<file path="src/rtl/apb_master_ctrl_1.sv">
// APB master controller for the axi2apb_1 bridge.
// Takes one request at a time, samples the decoder's one-hot select, runs the
// APB SETUP/ACCESS sequence on that slave and returns a response. Decode
// misses and hung slaves (timeout) are answered locally.
module apb_master_ctrl_1 #(
    parameter int ADDR_WIDTH     = 32,
    parameter int DATA_WIDTH     = 32,
    parameter int SLAVE_NUM      = 5,
    parameter int TIMEOUT_CYCLES = 256
) (
    input  logic                            clk,
    input  logic                            rst,
    // request channel
    input  logic                            req_valid,
    output logic                            req_ready,
    input  logic [ADDR_WIDTH-1:0]           req_addr,
    input  logic                            req_write,
    input  logic [DATA_WIDTH-1:0]           req_wdata,
    input  logic [DATA_WIDTH/8-1:0]         req_strb,
    input  logic [2:0]                      req_prot,
    // address decoder
    output logic [ADDR_WIDTH-1:0]           dec_addr,
    input  logic [SLAVE_NUM-1:0]            ss,
    // response channel
    output logic                            rsp_valid,
    input  logic                            rsp_ready,
    output logic [DATA_WIDTH-1:0]           rsp_rdata,
    output logic                            rsp_slverr,
    output logic                            rsp_decerr,
    // APB master
    output logic [ADDR_WIDTH-1:0]           paddr,
    output logic                            pwrite,
    output logic [DATA_WIDTH-1:0]           pwdata,
    output logic [DATA_WIDTH/8-1:0]         pstrb,
    output logic [2:0]                      pprot,
    output logic [SLAVE_NUM-1:0]            psel,
    output logic                            penable,
    input  logic [SLAVE_NUM*DATA_WIDTH-1:0] prdata,
    input  logic [SLAVE_NUM-1:0]            pready,
    input  logic [SLAVE_NUM-1:0]            pslverr
);

    localparam int TMO_WIDTH = (TIMEOUT_CYCLES > 1) ? $clog2(TIMEOUT_CYCLES) : 1;
    // Counter value on the last ACCESS cycle allowed before a forced error.
    localparam logic [TMO_WIDTH-1:0] TMO_LAST = TMO_WIDTH'(TIMEOUT_CYCLES - 1);

    typedef enum logic [1:0] {IDLE, SETUP, ACCESS, RESP} state_t;

    state_t                 state_q, state_d;
    logic [SLAVE_NUM-1:0]   sel_q;
    logic [SLAVE_NUM-1:0]   ss_low;
    logic [TMO_WIDTH-1:0]   tmo_cnt;
    logic                   accept, miss, complete, timeout;
    logic                   sel_ready, sel_err;
    logic [DATA_WIDTH-1:0]  sel_rdata;

    // The decoder sees the live request address.
    assign dec_addr = req_addr;

    // Isolate the lowest set bit so a multi-hot select still picks one slave.
    assign ss_low = ss & (~ss + SLAVE_NUM'(1));

    // Gather ready/error/data from the captured slave only.
    always_comb begin
        // NOTE: every always_comb output gets a default first so no path infers a latch.
        sel_ready = 1'b0;
        sel_err   = 1'b0;
        sel_rdata = '0;
        for (int i = 0; i < SLAVE_NUM; i++) begin
            if (sel_q[i]) begin
                sel_ready = sel_ready | pready[i];
                sel_err   = sel_err | pslverr[i];
                sel_rdata = sel_rdata | prdata[i*DATA_WIDTH +: DATA_WIDTH];
            end
        end
    end

    // State register.
    always_ff @(posedge clk) begin
        // NOTE: reset is sampled on the clock edge (synchronous), not in the sensitivity list.
        if (rst) state_q <= IDLE;
        else     state_q <= state_d;
    end

    // Next-state logic and one-cycle event strobes for the datapath.
    always_comb begin
        state_d  = state_q;
        accept   = 1'b0;
        miss     = 1'b0;
        complete = 1'b0;
        timeout  = 1'b0;
        case (state_q)
            IDLE: begin
                if (req_valid && req_ready) begin
                    accept = 1'b1;
                    if (ss == '0) begin
                        miss    = 1'b1;
                        state_d = RESP;
                    end else begin
                        state_d = SETUP;
                    end
                end
            end
            SETUP: state_d = ACCESS;
            ACCESS: begin
                // A completing slave takes priority over an expiring timer.
                if (sel_ready) begin
                    complete = 1'b1;
                    state_d  = RESP;
                end else if ((TIMEOUT_CYCLES != 0) && (tmo_cnt == TMO_LAST)) begin
                    timeout = 1'b1;
                    state_d = RESP;
                end
            end
            RESP: begin
                if (rsp_ready) state_d = IDLE;
            end
        endcase
    end

    // Registered outputs, captured request and the ACCESS timer.
    always_ff @(posedge clk) begin
        if (rst) begin
            req_ready  <= 1'b0;
            rsp_valid  <= 1'b0;
            rsp_rdata  <= '0;
            rsp_slverr <= 1'b0;
            rsp_decerr <= 1'b0;
            paddr      <= '0;
            pwrite     <= 1'b0;
            pwdata     <= '0;
            pstrb      <= '0;
            pprot      <= '0;
            psel       <= '0;
            penable    <= 1'b0;
            sel_q      <= '0;
            tmo_cnt    <= '0;
        end else begin
            // NOTE: non-blocking assignments so every register samples pre-edge values.
            req_ready <= (state_d == IDLE);
            penable   <= (state_d == ACCESS);
            tmo_cnt   <= (state_q == ACCESS) ? tmo_cnt + TMO_WIDTH'(1) : '0;

            if (state_d == SETUP)       psel <= ss_low;
            else if (state_d == ACCESS) psel <= sel_q;
            else                        psel <= '0;

            if (accept) begin
                sel_q  <= ss_low;
                paddr  <= req_addr;
                pwrite <= req_write;
                pwdata <= req_wdata;
                pstrb  <= req_write ? req_strb : '0;
                pprot  <= req_prot;
            end

            if (miss) begin
                rsp_valid  <= 1'b1;
                rsp_decerr <= 1'b1;
                rsp_slverr <= 1'b0;
                rsp_rdata  <= '0;
            end else if (complete) begin
                rsp_valid  <= 1'b1;
                rsp_decerr <= 1'b0;
                rsp_slverr <= sel_err;
                rsp_rdata  <= (!pwrite && !sel_err) ? sel_rdata : '0;
            end else if (timeout) begin
                rsp_valid  <= 1'b1;
                rsp_decerr <= 1'b0;
                rsp_slverr <= 1'b1;
                rsp_rdata  <= '0;
            end else if ((state_q == RESP) && rsp_ready) begin
                rsp_valid  <= 1'b0;
            end
        end
    end

endmodule

</file>
<file path="config.mk">
export PLATFORM = sky130hd
export DESIGN_NAME = apb_master_ctrl_1
export DESIGN_NICKNAME = d
export VERILOG_FILES = /design/src/rtl/apb_master_ctrl_1.sv
export SDC_FILE = /design/constraint.sdc
export NUM_CORES = 1
export LEC_CHECK = 0
export ABC_AREA = 1
export CAP_MARGIN = 15
export CORE_AREA = 2 2 156 158
export CTS_BUF_LIST = sky130_fd_sc_hd__clkbuf_4
export DETAILED_ROUTE_END_ITERATION = 10
export DIE_AREA = 0 0 158 160
export GPL_ROUTABILITY_DRIVEN = 1
export PLACE_DENSITY = 0.6
export SETUP_SLACK_MARGIN = 0.05
export SLEW_MARGIN = 20
export SYNTH_ARGS = -nofsm -noshare
export SYNTH_HDL_FRONTEND = slang
export SYNTH_SLANG_ARGS = --single-unit
export TNS_END_PERCENT = 20
</file>
<file path="constraint.sdc">
create_clock -name clk -period 3.05 [get_ports clk]
set_input_delay 0.4575 -clock clk [delete_from_list [all_inputs] [get_ports clk]]
set_output_delay 0.4575 -clock clk [all_outputs]
set_load 0.005 [all_outputs]
</file>
# [Word-level counts from Yosys, hierarchy flattened]
# Index checks and enable logic that the tools add are counted.
[totals] wordCells=97 regBits=129 input_bits=251 output_inout_bits=146
[op_classes] addsub=2 n_eq_ne=6 reduce_logical=13 n_mux=46 bitwise_logic=15
[op_table] op="2-to-1 mux 32 bit" count=8
[op_table] op="bitwise OR 32 bit" count=4
[op_table] op="2-to-1 mux 1 bit" count=29
[op_table] op="2-to-1 mux 2 bit" count=5
[op_table] op="2-to-1 mux 5 bit" count=2
[op_table] op="adder 8 x 1 -> 8 bit, second input constant" count=1
[op_table] op="== test 8 bit, second input constant" count=1
[op_table] op="bitwise OR 1 bit" count=8
[op_table] op="case mux 2 bit (4 select lines)" count=1
[op_table] op="== test 2 bit, second input constant" count=3
[op_table] op="adder 5 x 1 -> 5 bit, second input constant" count=1
[op_table] op="AND 5 bit" count=1
[op_table] op="zero test 5 bit" count=1
[op_table] op="NOT 5 bit" count=1
[op_table] op="== test 2 x 1 -> 1 bit, second input constant" count=2
[op_table] op="zero test 2 bit" count=2
[op_table] op="2-to-1 mux 4 bit" count=1
[op_table] op="nonzero test 4 bit" count=1
[op_table] op="OR reduction 2 bit" count=2
[op_table] op="logical AND 1 bit" count=3
[op_table] op="nonzero test 3 bit" count=1
[op_table] op="zero test 1 bit" count=2
[op_table] op="nonzero test 2 bit" count=1
[op_table] op="NOT 1 bit" count=1

# [Longest topological paths before layout]
[logic_depth] ltp_word=14 mapped_depth=9 depth_no_buf=8

# [Worst setup path before layout]
# Ideal clock, no wire load.
[synth_path] path_kind="register -> register" start="register tmo_cnt[0]" end="register rsp_rdata[10]" stages_incl_launch_ff=8 slack_ps=1636 n_path_buf=1 synth_period_minus_slack_ps=1414 arrival_ps=1295 cell_sequence="dfxtp_1 > ha_1 > nand3_1 > nor2_1 > nand3_2 > clkbuf_1 > nand3_1 > a21oi_1"
[synth_via] elab_chain_len=5
[synth_lines] item="from (decl)" line="52" text="logic [TMO_WIDTH-1:0] tmo_cnt;"
[synth_lines] item="from (signal assigned)" line="142" text="tmo_cnt <= (state_q == ACCESS) ? tmo_cnt + TMO_WIDTH'(1) : '0;"
[synth_lines] item="== test 8 bit" line="110" text="end else if ((TIMEOUT_CYCLES != 0) && (tmo_cnt == TMO_LAST)) begin"
[synth_lines] item="2-to-1 mux 1 bit" line="110"
[synth_lines] item="2-to-1 mux 1 bit" line="107" text="if (sel_ready) begin"
[synth_lines] item="2-to-1 mux 1 bit" line="92" text="case (state_q)"
[synth_lines] item="nonzero test 2 bit (no line)"
[synth_lines] item="to (signal assigned)" line="166" text="rsp_rdata <= (!pwrite && !sel_err) ? sel_rdata : '0;"
[synth_lines] item="to (decl)" line="27" text="output logic [DATA_WIDTH-1:0] rsp_rdata,"
# Every way passes these cells.
# A chain may end at the register's enable or synchronous reset.

# [Worst setup path after layout]
[layout_path] start="register tmo_cnt[0]" end="register psel[1]"
[layout_via] elab_chain_len=7 word_cells_on_any_way=8 cone_classes="eq/ne: 3; mux: 5"
[layout_lines] item="== test 8 bit *" line="110"
[layout_lines] item="2-to-1 mux 2 bit *" line="110"
[layout_lines] item="2-to-1 mux 2 bit *" line="107"
[layout_lines] item="case mux 2 bit (4 select lines) *" line="92"
[layout_lines] item="== test 2 bit" line="145" text="else if (state_d == ACCESS) psel <= sel_q;"
[layout_lines] item="2-to-1 mux 5 bit" line="145"
[layout_lines] item="2-to-1 mux 5 bit *" line="144" text="if (state_d == SETUP) psel <= ss_low;"
[layout_lines] item="to (signal assigned)" line="144"
[layout_lines] item="to (signal assigned)" line="145"
[layout_lines] item="to (decl)" line="36" text="output logic [SLAVE_NUM-1:0] psel,"
# Every way passes the cells marked *; elsewhere a longest branch is shown, timed or not.

==> metrics.yaml <==
clock_network:
  clk_latency_ns: 0.55
  cts_made_buffers: 17
  cts_resized: 0
  cts_root_buf: "clkbuf_4"
  cts_hold_buf: 0
  cts.sinks: 129
  post_cts_buffers: 0
  cts_tree: "built"
  clk_pin_slew_ns: 0.14
  htreeDepth: 4
  cts.path.max_buffers: 2
sta:
  hold_viol_final: 0
  skew_ns: 0.0266
  finalCritPeriodShare_pct: 72.9
  max_freq_ghz: 0.450
  setup_tns_ns: 0
  fin_crit_ns: 2.22
  rsz0062_at_grt: "no"
  slew_headroom_pct: 46.6
  fin_ws_ns: 0.826
  final_max_slew_viol_count: 0
  worstMarginPinSlew_ns: 0.800
  setup-violations-final: 0
die:
  initial_utilization_pct: 26.4
  core_um2: 23800
  fp.dieH_um: 160
  dieArea_um2: 25300
  rows: 57
  ios: 397
  die-width_um: 158
drt:
  drt-vias-per-instance: 4.40
  first_pass_iters: 4
  drtAntennaViolNets: 0
  routed_wl_um: 25900
  drc: 0
  initialDrtViolationCount: 321
  num_vias: 7223
  wl_per_cell_um: 15.8
yosys:
  yosysTopAreaCell: "dfxtp_1"
  synth_adder_area_share_pct: 0.199
  synth.cell_area_um2: 6300
  synth_top_cell_area_share_pct: 41.0
  synth_area_per_cell_um2: 6.52
  synth_cell_types: 28
  syn_nets: 1218
  yosys-top-cells-area: "dfxtp_1 (41%), nand2_1 (16%), nor2_1 (13%), nand3_1 (6.0%), o21ai_0 (5.8%)"
  synth_top_family_by_area: "simple AND/OR/NAND/NOR gates"
  synth-simple-area-share_pct: 38.0
  synth_warnings: 0
  synth_compound_area_share_pct: 10.1
  ys_ff_latch: 129
  synthMuxAreaShare_pct: 0
  synth_cells: 966
  synthXorXnorAreaFrac_pct: 0.139
  ys_seq_area_share_pct: 41.0
final_layout:
  final_common_cell: "clkdlybuf4s50_1"
  final_net_count: 1554
  final_cell_mix: "clkdlybuf4s50_1 (396), nand2_1 (273), nor2_1 (223)"
  drive_gt1_share_pct: 5.10
  area_growth_pct: 66.5
setup_path:
  arrival_ns: 2.66
  crit_path_end_kind: "flip-flop"
  slowest_stage: "nand3_2"
  crit_fanout: 33
  start_kind: "flip-flop"
  path_class: "flip-flop to flip-flop"
  slowest_delay_ns: 0.64
  path_cells: "ha_1 -> nand3_1 -> nor2_1 -> nand3_2 -> nand3_4 -> nor2_4 -> nand2_1 -> nand2_1"
  critPathRequiredTime_ns: 3.49
  cp_common_cell: "nand2_1"
placement:
  io_buffers: 396
  pre_cts_slack_ns: 0.621
  dp_hpwl_um: 19400
  gp_congestion: 0.790
run_status:
  status: "completed"
power:
  leakage_nw: 4.24
  peakVddDrop_mv: 0.189
  powerDensity_nw_per_um2: 391
run:
  cap_violations: 0
grt:
  grt_usage_pct: 19.8
  grt_pass1_vias: 7053
  grt_max_degree: 81
  grt_pass1_wl_um: 38500
  grt_overflow_total: 0
  antenna_found_initial: 2
min_path:
  hp-class: "flip-flop to flip-flop"
==> critical path, delay by kind of cell (launching register included) <==
kind	cells	cell delay, ns
fa+ha+maj	1	0.19
simple gates	7	1.53
flops	1	0.38
==> final timing paths <==
path	slack (ns)	endpoint	start	cells past startpoint
max	0.83	psel[1]$_SDFF_PP0_	tmo_cnt[0]$_SDFF_PP0_	8
min	0.46	tmo_cnt[0]$_SDFF_PP0_	tmo_cnt[0]$_SDFF_PP0_	1
max reg2reg	0.83	psel[1]$_SDFF_PP0_	tmo_cnt[0]$_SDFF_PP0_	8
min reg2reg	0.46	tmo_cnt[0]$_SDFF_PP0_	tmo_cnt[0]$_SDFF_PP0_	1
==> power by group <==
group,internal (mW),total (mW),switching [mW]
Clock,0.425,1.15,0.728
Sequential,1.79,1.87,0.0722
Combinational,0.617,1.08,0.461
==> through the flow <==
step,power [mW],area [um^2],hold WS [ns],cells,utilization (%)
finish,4.10,10500,0.463,1641,44.0
floorplan,2.31,6300,0.418,966,-
CTS,4.16,10500,0.414,1639,44.0
global route,4.36,10500,0.430,1641,44.0
global placement,2.99,10200,0.436,1607,42.9
detailed placement,2.99,10200,0.442,1607,42.9
==> synthesized netlist by cell type <==
cell / n
o21bai_1: 1
buf_2: 29
inv_2: 4
nor2_2: 2
and3_1: 1
o21ai_1: 1
nand4_1: 1
nand3b_2: 1
dfxtp_1: 129
buf_4: 36
nand3_1: 76
a21oi_1: 48
nand3_4: 1
clkbuf_1: 22
nand2_2: 3
nand2_1: 273
nor2_4: 3
inv_1: 25
o21ai_0: 73
or2_2: 1
buf_6: 5
nor3_1: 1
o21bai_4: 1
nand3_2: 2
nand3b_1: 2
xnor2_1: 1
ha_1: 1
nor2_1: 223
==> cell families after synthesis <==
family	Yosys count
DFF	129
and+or+nand+nor	590
AOI/OAI and AO/OA	124
xor gates and xnor gates	1
adders and majority gates	1
buffers and inverters	121
==> registers in the layout, indices dropped and copies added, names as in the netlist <==
register / flops
state_q: 2
pstrb: 4
sel_q: 5
rsp_decerr: 1
rsp_slverr: 1
psel: 5
rsp_valid: 1
rsp_rdata: 32
req_ready: 1
penable: 1
tmo_cnt: 8
pwrite: 1
paddr: 32
pprot: 3
pwdata: 32
==> layer usage <==
layer | part of all wire [%] | wire, um | global-route usage [%]
met5 | 0 | 0 | 0
met4 | 1.5 | 389 | 5.12
met3 | 12 | 3020 | 9.04
met2 | 47 | 12300 | 34.3
met1 | 40 | 10200 | 22.0
==> final cells by class <==
class                      instances  area (um^2)
fill                            2517        13300
multi-input combinational        716         3050
clock buffer                      18          135
tap                              324          405
timing repair buffer             409         4060
antenna                            2         5.00
sequential                       129         2590
clock inverter                    14          133
inverter                          29          109
(Power assumes the default switching activity.)
